File: src/rtl/multi_tick_divider_pkg.sv
// tick_div_pkg: definitions shared by the multi-channel tick divider.
//   mode_e       - channel mode: periodic (always armed) or one-shot
//   NUM_CH_MAX   - upper bound on the channel count
//   CNT_W_MAX    - upper bound on the counter/divisor width
//   eff_div()    - maps a stored divisor to the divisor actually used (0 acts as 1)
package tick_div_pkg;

  localparam int NUM_CH_MAX = 16;
  localparam int CNT_W_MAX  = 32;

  typedef enum logic {
    MODE_PERIODIC = 1'b0,
    MODE_ONESHOT  = 1'b1
  } mode_e;

  function automatic logic [CNT_W_MAX-1:0] eff_div(input logic [CNT_W_MAX-1:0] div);
    return (div == '0) ? CNT_W_MAX'(1) : div;
  endfunction

endpackage

File: src/rtl/multi_tick_divider_if.sv
// multi_tick_divider_if: configuration bus for the tick divider.
//   cfg_wr       - one-cycle write strobe
//   cfg_ch       - target channel (writes to a channel >= NUM_CH are dropped)
//   cfg_div      - new divisor
//   cfg_oneshot  - new mode, 1 = one-shot, 0 = periodic
// master drives the bus, slave (the divider) receives it.
interface multi_tick_divider_if #(
  parameter int NUM_CH = 4,
  parameter int CNT_W  = 32
);
  localparam int CH_W = (NUM_CH > 1) ? $clog2(NUM_CH) : 1;

  logic             cfg_wr;
  logic [CH_W-1:0]  cfg_ch;
  logic [CNT_W-1:0] cfg_div;
  logic             cfg_oneshot;

  modport master (output cfg_wr, cfg_ch, cfg_div, cfg_oneshot);
  modport slave  (input  cfg_wr, cfg_ch, cfg_div, cfg_oneshot);

endinterface

File: src/rtl/multi_tick_divider_channel.sv
// tick_div_channel: one independent divider channel.
//   clk, reset_n   - clock, asynchronous active-low reset
//   enable         - count enable (level)
//   start          - re-arms a disarmed one-shot channel
//   sync_restart   - clears counter and divided_clk, arms the channel
//   cfg_hit        - configuration write addressed to this channel
//   cfg_div        - divisor loaded by cfg_hit
//   cfg_oneshot    - mode loaded by cfg_hit
//   divided_clk    - square output, toggles on every terminal count
//   tick           - one-cycle pulse following each terminal cycle
//   beat           - tick qualified by divided_clk being high before the toggle
//   busy           - channel armed
module tick_div_channel
  import tick_div_pkg::*;
#(
  parameter int          CNT_W       = 32,
  parameter int unsigned DEFAULT_DIV = 50_000_000
) (
  input  logic             clk,
  input  logic             reset_n,
  input  logic             enable,
  input  logic             start,
  input  logic             sync_restart,
  input  logic             cfg_hit,
  input  logic [CNT_W-1:0] cfg_div,
  input  logic             cfg_oneshot,
  output logic             divided_clk,
  output logic             tick,
  output logic             beat,
  output logic             busy
);

  localparam logic [CNT_W-1:0] DIV_RST = CNT_W'(DEFAULT_DIV);

  logic [CNT_W-1:0] cnt_q,   cnt_d;
  logic [CNT_W-1:0] div_q,   div_d;
  mode_e            mode_q,  mode_d;
  logic             armed_q, armed_d;
  logic             dclk_q,  dclk_d;
  logic             tick_q,  tick_d;
  logic             beat_q,  beat_d;

  logic [CNT_W-1:0] div_eff;
  logic             terminal;

  assign div_eff = CNT_W'(eff_div(CNT_W_MAX'(div_q)));

  // >= rather than == so a counter already past a freshly lowered divisor
  // still wraps on its next enabled cycle.
  assign terminal = armed_q && enable && (cnt_q >= (div_eff - CNT_W'(1)));

  always_ff @(posedge clk or negedge reset_n) begin
    if (!reset_n) begin
      cnt_q   <= '0;
      div_q   <= DIV_RST;
      mode_q  <= MODE_PERIODIC;
      armed_q <= 1'b1;
      dclk_q  <= 1'b0;
      tick_q  <= 1'b0;
      beat_q  <= 1'b0;
    end else begin
      cnt_q   <= cnt_d;
      div_q   <= div_d;
      mode_q  <= mode_d;
      armed_q <= armed_d;
      dclk_q  <= dclk_d;
      tick_q  <= tick_d;
      beat_q  <= beat_d;
    end
  end

  // Priority: sync_restart > cfg write > start > counting. Any branch above
  // counting swallows a coincident terminal cycle, so no tick escapes.
  always_comb begin
    cnt_d   = cnt_q;
    div_d   = div_q;
    mode_d  = mode_q;
    armed_d = armed_q;
    dclk_d  = dclk_q;
    tick_d  = 1'b0;
    beat_d  = 1'b0;

    // The configuration is stored even when sync_restart wins the cycle.
    if (cfg_hit) begin
      div_d  = cfg_div;
      mode_d = cfg_oneshot ? MODE_ONESHOT : MODE_PERIODIC;
    end

    if (sync_restart) begin
      cnt_d   = '0;
      dclk_d  = 1'b0;
      armed_d = 1'b1;
    end else if (cfg_hit) begin
      // divided_clk deliberately keeps its phase across a reconfiguration.
      cnt_d   = '0;
      armed_d = 1'b1;
    end else if (start && (mode_q == MODE_ONESHOT) && !armed_q) begin
      armed_d = 1'b1;
    end else if (terminal) begin
      cnt_d  = '0;
      tick_d = 1'b1;
      beat_d = dclk_q;
      dclk_d = ~dclk_q;
      if (mode_q == MODE_ONESHOT) begin
        armed_d = 1'b0;
      end
    end else if (armed_q && enable) begin
      cnt_d = cnt_q + CNT_W'(1);
    end
  end

  assign divided_clk = dclk_q;
  assign tick        = tick_q;
  assign beat        = beat_q;
  assign busy        = armed_q;

endmodule

File: src/rtl/multi_tick_divider.sv
// multi_tick_divider: NUM_CH independent programmable tick dividers.
//   clk, reset_n   - clock, asynchronous active-low reset
//   enable[ch]     - per-channel count enable
//   start[ch]      - per-channel one-shot re-arm pulse
//   sync_restart   - realigns every channel (counters and divided_clk to 0)
//   cfg_if         - configuration bus (write strobe, channel, divisor, mode)
//   divided_clk    - per-channel square output
//   tick, beat     - per-channel terminal-count pulses
//   busy           - per-channel armed flag
// The top only decodes the configuration target and fans out sync_restart.
module multi_tick_divider
  import tick_div_pkg::*;
#(
  parameter int          NUM_CH      = 4,
  parameter int          CNT_W       = 32,
  parameter int unsigned DEFAULT_DIV = 50_000_000
) (
  input  logic                clk,
  input  logic                reset_n,
  input  logic [NUM_CH-1:0]   enable,
  input  logic [NUM_CH-1:0]   start,
  input  logic                sync_restart,
  multi_tick_divider_if.slave cfg_if,
  output logic [NUM_CH-1:0]   divided_clk,
  output logic [NUM_CH-1:0]   tick,
  output logic [NUM_CH-1:0]   beat,
  output logic [NUM_CH-1:0]   busy
);

  logic [NUM_CH-1:0] cfg_hit;

  // Out-of-range channel numbers match no channel, so such writes vanish.
  always_comb begin
    cfg_hit = '0;
    for (int i = 0; i < NUM_CH; i++) begin
      cfg_hit[i] = cfg_if.cfg_wr && (int'(cfg_if.cfg_ch) == i);
    end
  end

  for (genvar g = 0; g < NUM_CH; g++) begin : g_ch
    tick_div_channel #(
      .CNT_W       (CNT_W),
      .DEFAULT_DIV (DEFAULT_DIV)
    ) u_ch (
      .clk          (clk),
      .reset_n      (reset_n),
      .enable       (enable[g]),
      .start        (start[g]),
      .sync_restart (sync_restart),
      .cfg_hit      (cfg_hit[g]),
      .cfg_div      (cfg_if.cfg_div),
      .cfg_oneshot  (cfg_if.cfg_oneshot),
      .divided_clk  (divided_clk[g]),
      .tick         (tick[g]),
      .beat         (beat[g]),
      .busy         (busy[g])
    );
  end

endmodule

File: src/flat_wrapper.sv
// flat-port wrapper written by rule: the top's interface ports become plain ports
module multi_tick_divider_flat import tick_div_pkg::*;
#(
  parameter int          NUM_CH      = 4,
  parameter int          CNT_W       = 32,
  parameter int unsigned DEFAULT_DIV = 50_000_000
)
  (clk, reset_n, enable, start, sync_restart, divided_clk, tick, beat, busy, cfg_if_cfg_wr, cfg_if_cfg_ch, cfg_if_cfg_div, cfg_if_cfg_oneshot);
  multi_tick_divider_if #(.NUM_CH(NUM_CH), .CNT_W(CNT_W)) cfg_if_i ();
  input  logic clk;
  input  logic reset_n;
  input  logic [NUM_CH-1:0] enable;
  input  logic [NUM_CH-1:0] start;
  input  logic sync_restart;
  output logic [NUM_CH-1:0] divided_clk;
  output logic [NUM_CH-1:0] tick;
  output logic [NUM_CH-1:0] beat;
  output logic [NUM_CH-1:0] busy;
  input wire logic [$bits(cfg_if_i.cfg_wr)-1:0] cfg_if_cfg_wr;
  input wire logic [$bits(cfg_if_i.cfg_ch)-1:0] cfg_if_cfg_ch;
  input wire logic [$bits(cfg_if_i.cfg_div)-1:0] cfg_if_cfg_div;
  input wire logic [$bits(cfg_if_i.cfg_oneshot)-1:0] cfg_if_cfg_oneshot;
  assign cfg_if_i.cfg_wr = cfg_if_cfg_wr;
  assign cfg_if_i.cfg_ch = cfg_if_cfg_ch;
  assign cfg_if_i.cfg_div = cfg_if_cfg_div;
  assign cfg_if_i.cfg_oneshot = cfg_if_cfg_oneshot;
  multi_tick_divider #(.NUM_CH(NUM_CH), .CNT_W(CNT_W), .DEFAULT_DIV(DEFAULT_DIV)) u_core (.clk(clk), .reset_n(reset_n), .enable(enable), .start(start), .sync_restart(sync_restart), .cfg_if(cfg_if_i), .divided_clk(divided_clk), .tick(tick), .beat(beat), .busy(busy));
endmodule
File: config.mk
export PLATFORM = sky130hd
export DESIGN_NAME = multi_tick_divider_flat
export DESIGN_NICKNAME = d
export VERILOG_FILES = /design/src/rtl/multi_tick_divider_pkg.sv /design/src/rtl/multi_tick_divider_if.sv /design/src/rtl/multi_tick_divider_channel.sv /design/src/rtl/multi_tick_divider.sv /design/src/flat_wrapper.sv
export SDC_FILE = /design/constraint.sdc
export NUM_CORES = 1
export LEC_CHECK = 0
export CAP_MARGIN = 15
export CORE_ASPECT_RATIO = 1.1
export CORE_UTILIZATION = 40
export CTS_CLUSTER_SIZE = 25
export DETAILED_ROUTE_END_ITERATION = 10
export GPL_TIMING_DRIVEN = 1
export PLACE_DENSITY = 0.68
export RECOVER_POWER = 50
export SKIP_LAST_GASP = 1
export SLEW_MARGIN = 20
export SYNTH_ARGS = -nofsm -noshare
export SYNTH_HDL_FRONTEND = slang
export SYNTH_SLANG_ARGS = --single-unit
File: constraint.sdc
create_clock -name clk -period 14.41 [get_ports clk]
set_input_delay 2.882 -clock clk [delete_from_list [all_inputs] [get_ports clk]]
set_output_delay 2.882 -clock clk [all_outputs]
set_load 0.05 [all_outputs]
==> run metrics, run 1 <==
Final Hold Fails 0; routability cong. 0.863; initial antenna violation count 1; area leader, netlist dfrtp_1; Rows 81; slowest stage cell, crit path clkbuf_1; simple-gate share of the synthesized area between 20% and 30%; vias per cell 5.92; Required @ worst endpoint 13.59 ns; Post-DRT Antenna Nets 0; f_max 124 MHz; sequential fraction of the synthesis area 38.5%; CP Cell Sequence clkbuf_1; total number of vias 15,100; Switching Share roughly 29%; gr usage total roughly a fifth; IR drop worst, VDD 87.2 uV; part of the cycle the worst path needs 55.8%; worst path bufs/invs 1; net switching power between 600 and 700 uW; Layout Nets 2,129; Synth Register Bits 276; Synth Area per Inst 9.46 um^2; largest net degree at the start of global routing 166; Post-synth EDFFs 0; CTS tree built; Cell Area, Synth 18,100 um^2; Final Max Slew Viols around 260; initial cell density of the core between 40% and 50%; drt initial violations approximately 1,100; die height 225 um; status finished with violations; power consumption between 2000 and 2500 uW; Slew @ Worst Pin slightly above 6 ns; # setup viols final 0; unrepaired setup endpoints after global routing false; Max Cap Viol 5; top-count cell post-synth dfrtp_1; Synth Area in XOR/XNOR 5.47%; Post-CTS Hold Buffers 0; Root Driver clkbuf_16; crit path time final 8.04 ns; yosys warns 0; setup bufs post-CTS 0; Seq pwr share 44.0%; CTS buffer count 31; ys async rst share 100%; clock latency on the worst-skew pair just under 0.6 ns; Residual DRC 0; num ports 63; CP delay by family, top buffers and inverters; largest cells by area after synthesis dfrtp_1 (31%), ha_1 (9.4%), mux2_2 (8.1%), dfstp_2 (7.5%), nand3_1 (4.1%); Setup crit start kind input pin; leakage 0.00808 uW; post-cts repair resize count 0; PD cells 107 nW/um^2; drt wl/cell about 19 um; CTS clk-pin slew, worst paths 0.06 ns; Synth Area in Adders under 10%; clock power share 39.5%; Syn Nets roughly 2,100; Layout area overhead 12.5%; hold slack 0.445 ns; Synth top cells by count dfrtp_1 (224), nand2_1 (186), nand3_1 (147); Fill cells 4,187; vias in the first global route 15,000; top-area cell type share of the netlist area 31.0%; post-synthesis compound-gate area fraction 11.0%; failing checks max-capacitance violations, max-slew violations; Worst slew margin -312%; largest family of logic cells by synthesized area simple AND/OR/NAND/NOR gates; post-synthesis mux area share 9.03%; Post-Layout Inst Area roughly 20,000 um^2; clock skew 0.0113 ns; Post-DP HPWL 33,600 um; Distinct cells, synth 72; internal power 1560 uW; first-pass iteration count of the detailed router 5; final wirelength 47,300 um; die width 205 um; crit end category async pin; Largest stage delay, worst path 4.23 ns; layout cells sized above 1 between 10% and 20%; Setup TNS Final 0 ns; core area 44,600 um^2; reg2reg setup slack 8.38 ns; htree depth 1; combinational fraction of design power 16.5%; Max clock buf depth 3; Post-Syn Instances 1,913; Hold Path Class reg2reg; Port Buffers 62; Placed Instance Area a little under 20,000 um^2; Worst Path Max Fanout 112; Die ar. 46,100 um^2; CP arrival 7.22 ns; grt ovf 0; critical path class in2async; global-route wire length before repair 77,300 um; clock net sink count around 280; ys flop type dfrtp_1
==> cell usage in the layout (no fill, tap or decap), types with 23 or more instances in the layout <==
cell type | synthesis | routed
nor3_1 | 80 | 79
inv_1 | 44 | 44
or3_1 | 57 | 57
a31oi_1 | 33 | 33
o21ai_0 | 55 | 55
ha_1 | 136 | 136
a21o_1 | 27 | 27
clkdlybuf4s50_1 | 0 | 60
nand3_1 | 147 | 147
nor4_1 | 34 | 34
o211ai_1 | 23 | 23
dfrtp_1 | 224 | 224
mux2_2 | 131 | 131
clkbuf_16 | 0 | 31
xnor2_1 | 84 | 84
nand4_1 | 64 | 64
and3_1 | 26 | 26
nor2_1 | 85 | 85
or4_1 | 25 | 25
nand2_1 | 186 | 186
dfstp_2 | 52 | 52
xor2_1 | 29 | 29
a21oi_1 | 99 | 96
==> registers in the layout, summed over array words and instances (netlist names) <==
name,count
u_core.g_ch.u_ch.cnt_q,128
u_core.g_ch.u_ch.tick,4
u_core.g_ch.u_ch.divided_clk,4
u_core.g_ch.u_ch.beat,4
u_core.g_ch.u_ch.mode_q,4
u_core.g_ch.u_ch.div_q,128
u_core.g_ch.u_ch.busy,4
==> layout make-up <==
class / instances / area [um^2] / share of cell area [%]
multi-input combinational: 1515 / 10700 / 52.4
sequential: 276 / 6970 / 34.2
clock buffer: 42 / 887 / 4.35
timing repair buffer: 78 / 732 / 3.59
tap: 581 / 727 / 3.57
clock inverter: 16 / 221 / 1.09
inverter: 44 / 165 / 0.811
antenna: 1 / 2.50 / 0.0123
==> path summary, 6_finish.rpt <==
path                                               from                            end  cells past startpoint
setup / recovery                                reset_n  u_core.g_ch[1].u_ch.cnt_q[11]                      1
hold / removal               u_core.g_ch[1].u_ch.mode_q       u_core.g_ch[1].u_ch.busy                      1
setup reg to reg           u_core.g_ch[2].u_ch.div_q[7]  u_core.g_ch[2].u_ch.cnt_q[12]                     20
hold reg to reg              u_core.g_ch[1].u_ch.mode_q       u_core.g_ch[1].u_ch.busy                      1
max in group clk                       cfg_if_cfg_ch[0]  u_core.g_ch[2].u_ch.cnt_q[13]                      7
min in group asynchronous                       reset_n  u_core.g_ch[3].u_ch.cnt_q[27]                      1
==> logic make-up (layout without fill, tap and decap cells) <==
group / count (synthesis) / after routing
buffers and inverters: 122 / 180
and+or+nand+nor: 806 / 806
other: 0 / 1
muxes: 147 / 147
AOI/OAI and AO/OA: 313 / 313
adders and majority gates: 136 / 136
DFF: 276 / 276
xor gates and xnor gates: 113 / 113
==> metrics by stage <==
stage          std cells  util (%)  setup slack, ns
5_1_grt             2552      45.7             5.21
3_3_place_gp        2494      43.3             8.65
2_1_floorplan       1913         -             9.54
6_report            2553      45.7             6.37
3_5_place_dp        2494      43.3             8.47
4_1_cts             2552      45.7             8.44
==> metal layers <==
metal  global-route usage, %  vias to the layer above  wire [um]
li1                        -                     7211          -
met1                    26.5                     7492      20900
met2                    36.2                      308      23200
met3                    2.63                       88       1880
met4                    6.55                        2       1210
met5                       0                        -         13
==> power by group through the flow <==
stage / logic, uW / registers (uW) / clock network, uW
6_report: 362 / 964 / 864
5_1_grt: 406 / 977 / 908
4_1_cts: 365 / 962 / 878
3_5_place_dp: 362 / 975 / 0
3_3_place_gp: 346 / 969 / 0
2_1_floorplan: 258 / 947 / 0
Power figures use the tool's default switching activity.
==> run 2: changes to the inputs <==
--- a/config.mk
+++ b/config.mk
@@ -11,7 +11,7 @@
 export CTS_CLUSTER_SIZE = 25
 export DETAILED_ROUTE_END_ITERATION = 10
 export GPL_TIMING_DRIVEN = 1
-export PLACE_DENSITY = 0.68
+export PLACE_DENSITY = 0.7
 export RECOVER_POWER = 50
 export SKIP_LAST_GASP = 1
 export SLEW_MARGIN = 20
==> constraint.sdc (replaced) <==
create_clock -name clk -period 6.84 [get_ports clk]
set_input_delay 1.368 -clock clk [delete_from_list [all_inputs] [get_ports clk]]
set_output_delay 1.368 -clock clk [all_outputs]
set_load 0.05 [all_outputs]
==> run 2 against run 1 <==
Net effect:
- sequential share of layout area up 0.086 points
- largest power group unchanged
- cell count is essentially flat
- first-iteration DRC count decreased by 15%
- non-clock buffer count up 3
- the flow still finishes with violations (max-capacitance violations, max-slew violations)
- wire length shrank 2.5%
- sequential power grew 110%
- critical path depth is 19 higher
- highest routed layer is now met4
- clock power is 99% higher
- clock-buffer cell count decreased by 9
==> run metrics, run 2 (synthesis results as in run 1) <==
status finished with violations; failing checks max-capacitance violations, max-slew violations; CTS tree built; # setup viols final 0; drt initial violations 938; CTS clk-pin slew, worst paths around 0.060 ns; initial antenna violation count 3; Setup crit start kind flip-flop; final wirelength 46,100 um; IR drop worst, VDD 187 uV; Layout area overhead 12.2%; CTS buffer count 31; leakage ~0.008 uW; Required @ worst endpoint 7.29 ns; top flop regs u_core.g_ch.u_ch.cnt_q x128, u_core.g_ch.u_ch.div_q x128; Final WS setup 0.938 ns; Post-DP HPWL roughly 33,000 um; routability cong. 0.861; Rows 81; htree depth 1; PD cells 222 nW/um^2; crit end category flip-flop; # diodes 0; Port Buffers between 60 and 70; core area ~45,000 um^2; drt wl/cell 18.0 um; unrepaired setup endpoints after global routing false; num ports 63; Max Cap Viol 4; first-pass iteration count of the detailed router 6; vias per cell 5.92; part of the cycle the worst path needs a little under nine tenths; most common cell after layout, fill and taps aside dfrtp_1; Final Max Slew Viols 189; layout cells sized above 1 15.1%; Max clock buf depth 3; Seq pwr share 45.0%; die width 205 um; Setup TNS Final 0 ns; Worst slew margin -191%; CP arrival 6.36 ns; setup bufs post-CTS 0; reg2reg setup slack 0.94 ns; Post-CTS Hold Buffers 0; gr usage total 20.4%; initial cell density of the core approximately two fifths; Worst Path Max Fanout 22; Post-Layout Inst Area 20,300 um^2; die height 225 um; Final Hold Fails 0; critical path class reg2reg; Post-DRT Antenna Nets 0; clock skew 0.00997 ns; f_max 169 MHz; internal power 3170 uW; clock power share 38.1%; clock net sink count around 280; Root Driver clkbuf_16; Non-Filler Instances 2,555; Slew @ Worst Pin approximately 4.4 ns; crit path time final 5.90 ns; combinational fraction of design power between 10% and 20%; DP Worst Slack 1.02 ns; net switching power 1340 uW; Layout Nets 2,132; Residual DRC 0; largest net degree at the start of global routing 125; post-cts repair resize count 0; Placed Instance Area 19,300 um^2; clock latency on the worst-skew pair 0.58 ns; total number of vias 15,100; Hold Path Class reg2reg; Placed Cells ~2,500; global-route wire length before repair 76,400 um; Die ar. 46,100 um^2; commonest non-fill, non-tap cells in the layout dfrtp_1 (224), nand2_1 (186), nand3_1 (147); vias in the first global route 15,000; grt ovf 0; Switching Share 29.7%
run 2: power groups by stage:
stage	registers [uW]	logic, uW	clock network, uW
floorplan	1990	543	0
global placement	2040	726	0
detailed placement	2050	760	0
CTS	2020	767	1760
global route	2050	855	1830
finish	2030	759	1720
run 2: path summary, 6_finish.rpt:
| check | startpoint | to | depth (start not counted) |
|---|---|---|---|
| max in group asynchronous | reset_n | u_core.g_ch[0].u_ch.cnt_q[8] | 2 |
| max | u_core.g_ch[2].u_ch.div_q[7] | u_core.g_ch[2].u_ch.cnt_q[16] | 20 |
| max reg2reg | u_core.g_ch[2].u_ch.div_q[7] | u_core.g_ch[2].u_ch.cnt_q[16] | 20 |
| min in group asynchronous | reset_n | u_core.g_ch[3].u_ch.beat | 1 |
| min | u_core.g_ch[1].u_ch.mode_q | u_core.g_ch[1].u_ch.busy | 1 |
| min reg2reg | u_core.g_ch[1].u_ch.mode_q | u_core.g_ch[1].u_ch.busy | 1 |
run 2: area by class of cell:
cell class	instances	area, um^2
clock buffers	33	793
clock inverters	25	246
fillers	4176	24300
inverters	44	165
multi-input cells	1515	10700
flip-flops and latches	276	6970
well taps	581	727
repair buffers	81	758
run 2: worst max-delay path: stages, from the launching register on:
cell and delay [ns]:
dfstp_2 0.57, or4_1 0.19, nor4_2 0.08, nor4b_1 0.17
a31o_2 0.25, inv_1 0.12, ha_1 0.20, nand2_1 0.10
nor3_1 0.59, nand3_1 0.26, or3_1 0.43, nor4_1 0.25
xnor2_1 0.11, ha_1 0.28, nand4_1 0.15, nor4_1 0.47
nand3_1 0.16, o221ai_1 0.46, or3_1 0.64, or3_1 0.20
nand3_1 0.09
run 2: per-stage QoR:
step / total power (uW) / util [%] / hold WS (ns)
2_1_floorplan: 2540 / - / 0.405
3_3_place_gp: 2770 / 43.3 / 0.421
3_5_place_dp: 2810 / 43.3 / 0.435
4_1_cts: 4550 / 45.6 / 0.442
5_1_grt: 4730 / 45.6 / 0.464
6_report: 4510 / 45.6 / 0.445
run 2: per-layer routing:
| layer | wire (um) | up-vias | GRT usage, % |
|---|---|---|---|
| met3 | 2400 | 87 | 2.56 |
| met4 | 1120 | 0 | 6.21 |
| met5 | 0 | - | 0 |
| met1 | 20000 | 7412 | 26.4 |
| li1 | - | 7224 | - |
| met2 | 22600 | 392 | 35.3 |
==> run 3: changes to the inputs <==
--- a/config.mk
+++ b/config.mk
@@ -8,6 +8,7 @@
 export CAP_MARGIN = 15
 export CORE_ASPECT_RATIO = 1.1
 export CORE_UTILIZATION = 40
+export CTS_CLUSTER_DIAMETER = 200
 export CTS_CLUSTER_SIZE = 25
 export DETAILED_ROUTE_END_ITERATION = 10
 export GPL_TIMING_DRIVEN = 1
==> run 3 against run 2 <==
Net effect:
- the run still ends with max-capacitance violations, max-slew violations left
- clock-buffer cell count fell by 9
- combinational power barely moved
- first-iteration DRC count rose by 2.9%
- sequential share of layout area rose by 1.0 points
- sequential power barely moved
- critical path type unchanged
==> run metrics, run 3 (synthesis results as in run 1) <==
Non-Filler Instances 2,523; Switching Share between 30% and 40%; part of the cycle the worst path needs between 80 and 90%; CTS buffer count 15; CTS tree built; Layout Nets 2,116; Seq pwr share ~53%; unrepaired setup endpoints after global routing false; Die ar. 46,100 um^2; clock latency on the worst-skew pair between 0.5 and 0.6 ns; hold path depth 1; crit end category flip-flop; Layout area overhead 8.93%; top flop regs u_core.g_ch.u_ch.cnt_q x128, u_core.g_ch.u_ch.div_q x128; f_max 170 MHz; most common cell after layout, fill and taps aside dfrtp_1; CP arrival 6.29 ns; Root Driver clkbuf_16; Max clock buf depth 3; Setup crit start kind flip-flop; Worst Path Max Fanout 22; clock net sink count 276; vias per cell around 6; reg2reg path depth 20; Post-DRT Antenna Nets 0; gr usage total between 20% and 30%; grt ovf 0; net switching power 1170 uW; num ports 63; worst r2r dst u_core.g_ch[2].u_ch.cnt_q[16]; Post-DP HPWL 33,200 um; combinational fraction of design power 20.0%; Residual DRC 0; drt initial violations 965; largest net degree at the start of global routing 125; Max Cap Viol 4; first-pass iteration count of the detailed router 5; worst hold start u_core.g_ch[1].u_ch.mode_q; Required @ worst endpoint 7.24 ns; post-cts repair resize count 0; core area 44,600 um^2; Hold Path Sink u_core.g_ch[1].u_ch.busy; global-route wire length before repair ~75,000 um; commonest non-fill, non-tap cells in the layout dfrtp_1 (224), nand2_1 (186), nand3_1 (147); Placed Cells 2,497; final wirelength about 46,000 um; status finished with violations; PD cells 192 nW/um^2; failing checks max-capacitance violations, max-slew violations; initial cell density of the core 40.6%; clock skew 0.0366 ns; Final Hold Fails 0; initial antenna violation count 3; reg-to-reg startpoint u_core.g_ch[2].u_ch.div_q[7]; vias in the first global route 14,800; die height ~230 um; Rows 81; Hold Path Class reg2reg; internal power 2620 uW; clock power share 26.5%; die width 205 um; reg2reg setup slack 0.96 ns; htree depth 1; leakage 0.00777 uW; Slew @ Worst Pin 4.35 ns; Port Buffers 62; Post-CTS Hold Buffers 0; Worst slew margin -190%; layout cells sized above 1 13.2%; # setup viols final 0; CTS clk-pin slew, worst paths 0.11 ns; critical path class reg2reg; IR drop worst, VDD 132 uV; crit path time final between 5 and 6 ns; total number of vias 15,100; setup bufs post-CTS 0; routability cong. 0.861; Setup TNS Final 0 ns; drt wl/cell 18.1 um; Final Max Slew Viols 189
-- run 3: changes by cell type in the layout (fill, tap and decap cells not counted), moves of 2 or more --
| cell | change |
|---|---|
| bufinv_16 | -3 |
| clkinvlp_4 | -2 |
| clkinv_4 | -5 |
| clkbuf_16 | -16 |
| inv_6 | -6 |
| clkbuf_1 | +8 |
| clkinv_2 | -9 |
-- run 3: area by class of cell --
class | count | area (um^2)
Fill cell | 4239 | 24900
Timing Repair Buffer | 81 | 758
Clock inverter | 1 | 30.0
Multi-Input combinational cell | 1515 | 10700
Antenna cell | 1 | 2.50
Sequential cell | 276 | 6970
Inverter | 44 | 165
Clock buffer | 24 | 409
Tap cell | 581 | 727
-- run 3: power groups by stage --
stage	sequential, uW	clock (uW)	combinational, uW
floorplan	1990	0	543
global placement	2040	0	726
detailed placement	2050	0	760
CTS	2020	1040	766
global route	2050	1100	855
finish	2030	1000	760
-- run 3: worst max-delay path by stage --
stage	from	to	slack, ns
6_report	u_core.g_ch[2].u_ch.div_q[7]	u_core.g_ch[2].u_ch.cnt_q[16]	0.96
4_1_cts	u_core.g_ch[2].u_ch.div_q[7]	u_core.g_ch[2].u_ch.cnt_q[16]	0.99
5_1_grt	u_core.g_ch[2].u_ch.div_q[6]	u_core.g_ch[2].u_ch.cnt_q[17]	0.28
3_5_place_dp	u_core.g_ch[2].u_ch.div_q[7]	u_core.g_ch[2].u_ch.cnt_q[16]	1.02
3_3_place_gp	u_core.g_ch[2].u_ch.div_q[7]	u_core.g_ch[2].u_ch.cnt_q[30]	1.24
2_1_floorplan	u_core.g_ch[2].u_ch.div_q[27]	u_core.g_ch[2].u_ch.cnt_q[18]	1.97
-- run 3: worst max-delay path: stages (launching register included) --
cell and delay, ns:
dfstp_2 0.58, or4_1 0.18, nor4_2 0.08, nor4b_1 0.17
a31o_2 0.25, inv_1 0.12, ha_1 0.20, nand2_1 0.10
nor3_1 0.59, nand3_1 0.26, or3_1 0.43, nor4_1 0.25
xnor2_1 0.11, ha_1 0.28, nand4_1 0.15, nor4_1 0.47
nand3_1 0.16, o221ai_1 0.46, or3_1 0.63, or3_1 0.20
nand3_1 0.09
-- run 3: layer usage --
| metal | global-route usage, % | wire, um | share of wire [%] | vias to the layer above |
|---|---|---|---|---|
| met2 | 35.1 | 22300 | 49 | 365 |
| li1 | - | - | - | 7170 |
| met5 | 0 | 0 | 0 | - |
| met1 | 26.2 | 20200 | 44 | 7482 |
| met3 | 2.30 | 2080 | 4.6 | 61 |
| met4 | 5.26 | 1010 | 2.2 | 0 |
-- run 3: metrics by stage --
step	utilization, %	total power [uW]	hold slack (ns)	cell area [um^2]	setup slack (ns)
final	44.2	3790	0.444	19700	0.956
after global routing	44.2	4000	0.470	19700	0.279
after CTS	44.3	3820	0.448	19700	0.986
after detailed placement	43.3	2810	0.435	19300	1.02
after global placement	43.3	2770	0.421	19300	1.24
after floorplan	-	2540	0.405	18100	1.97
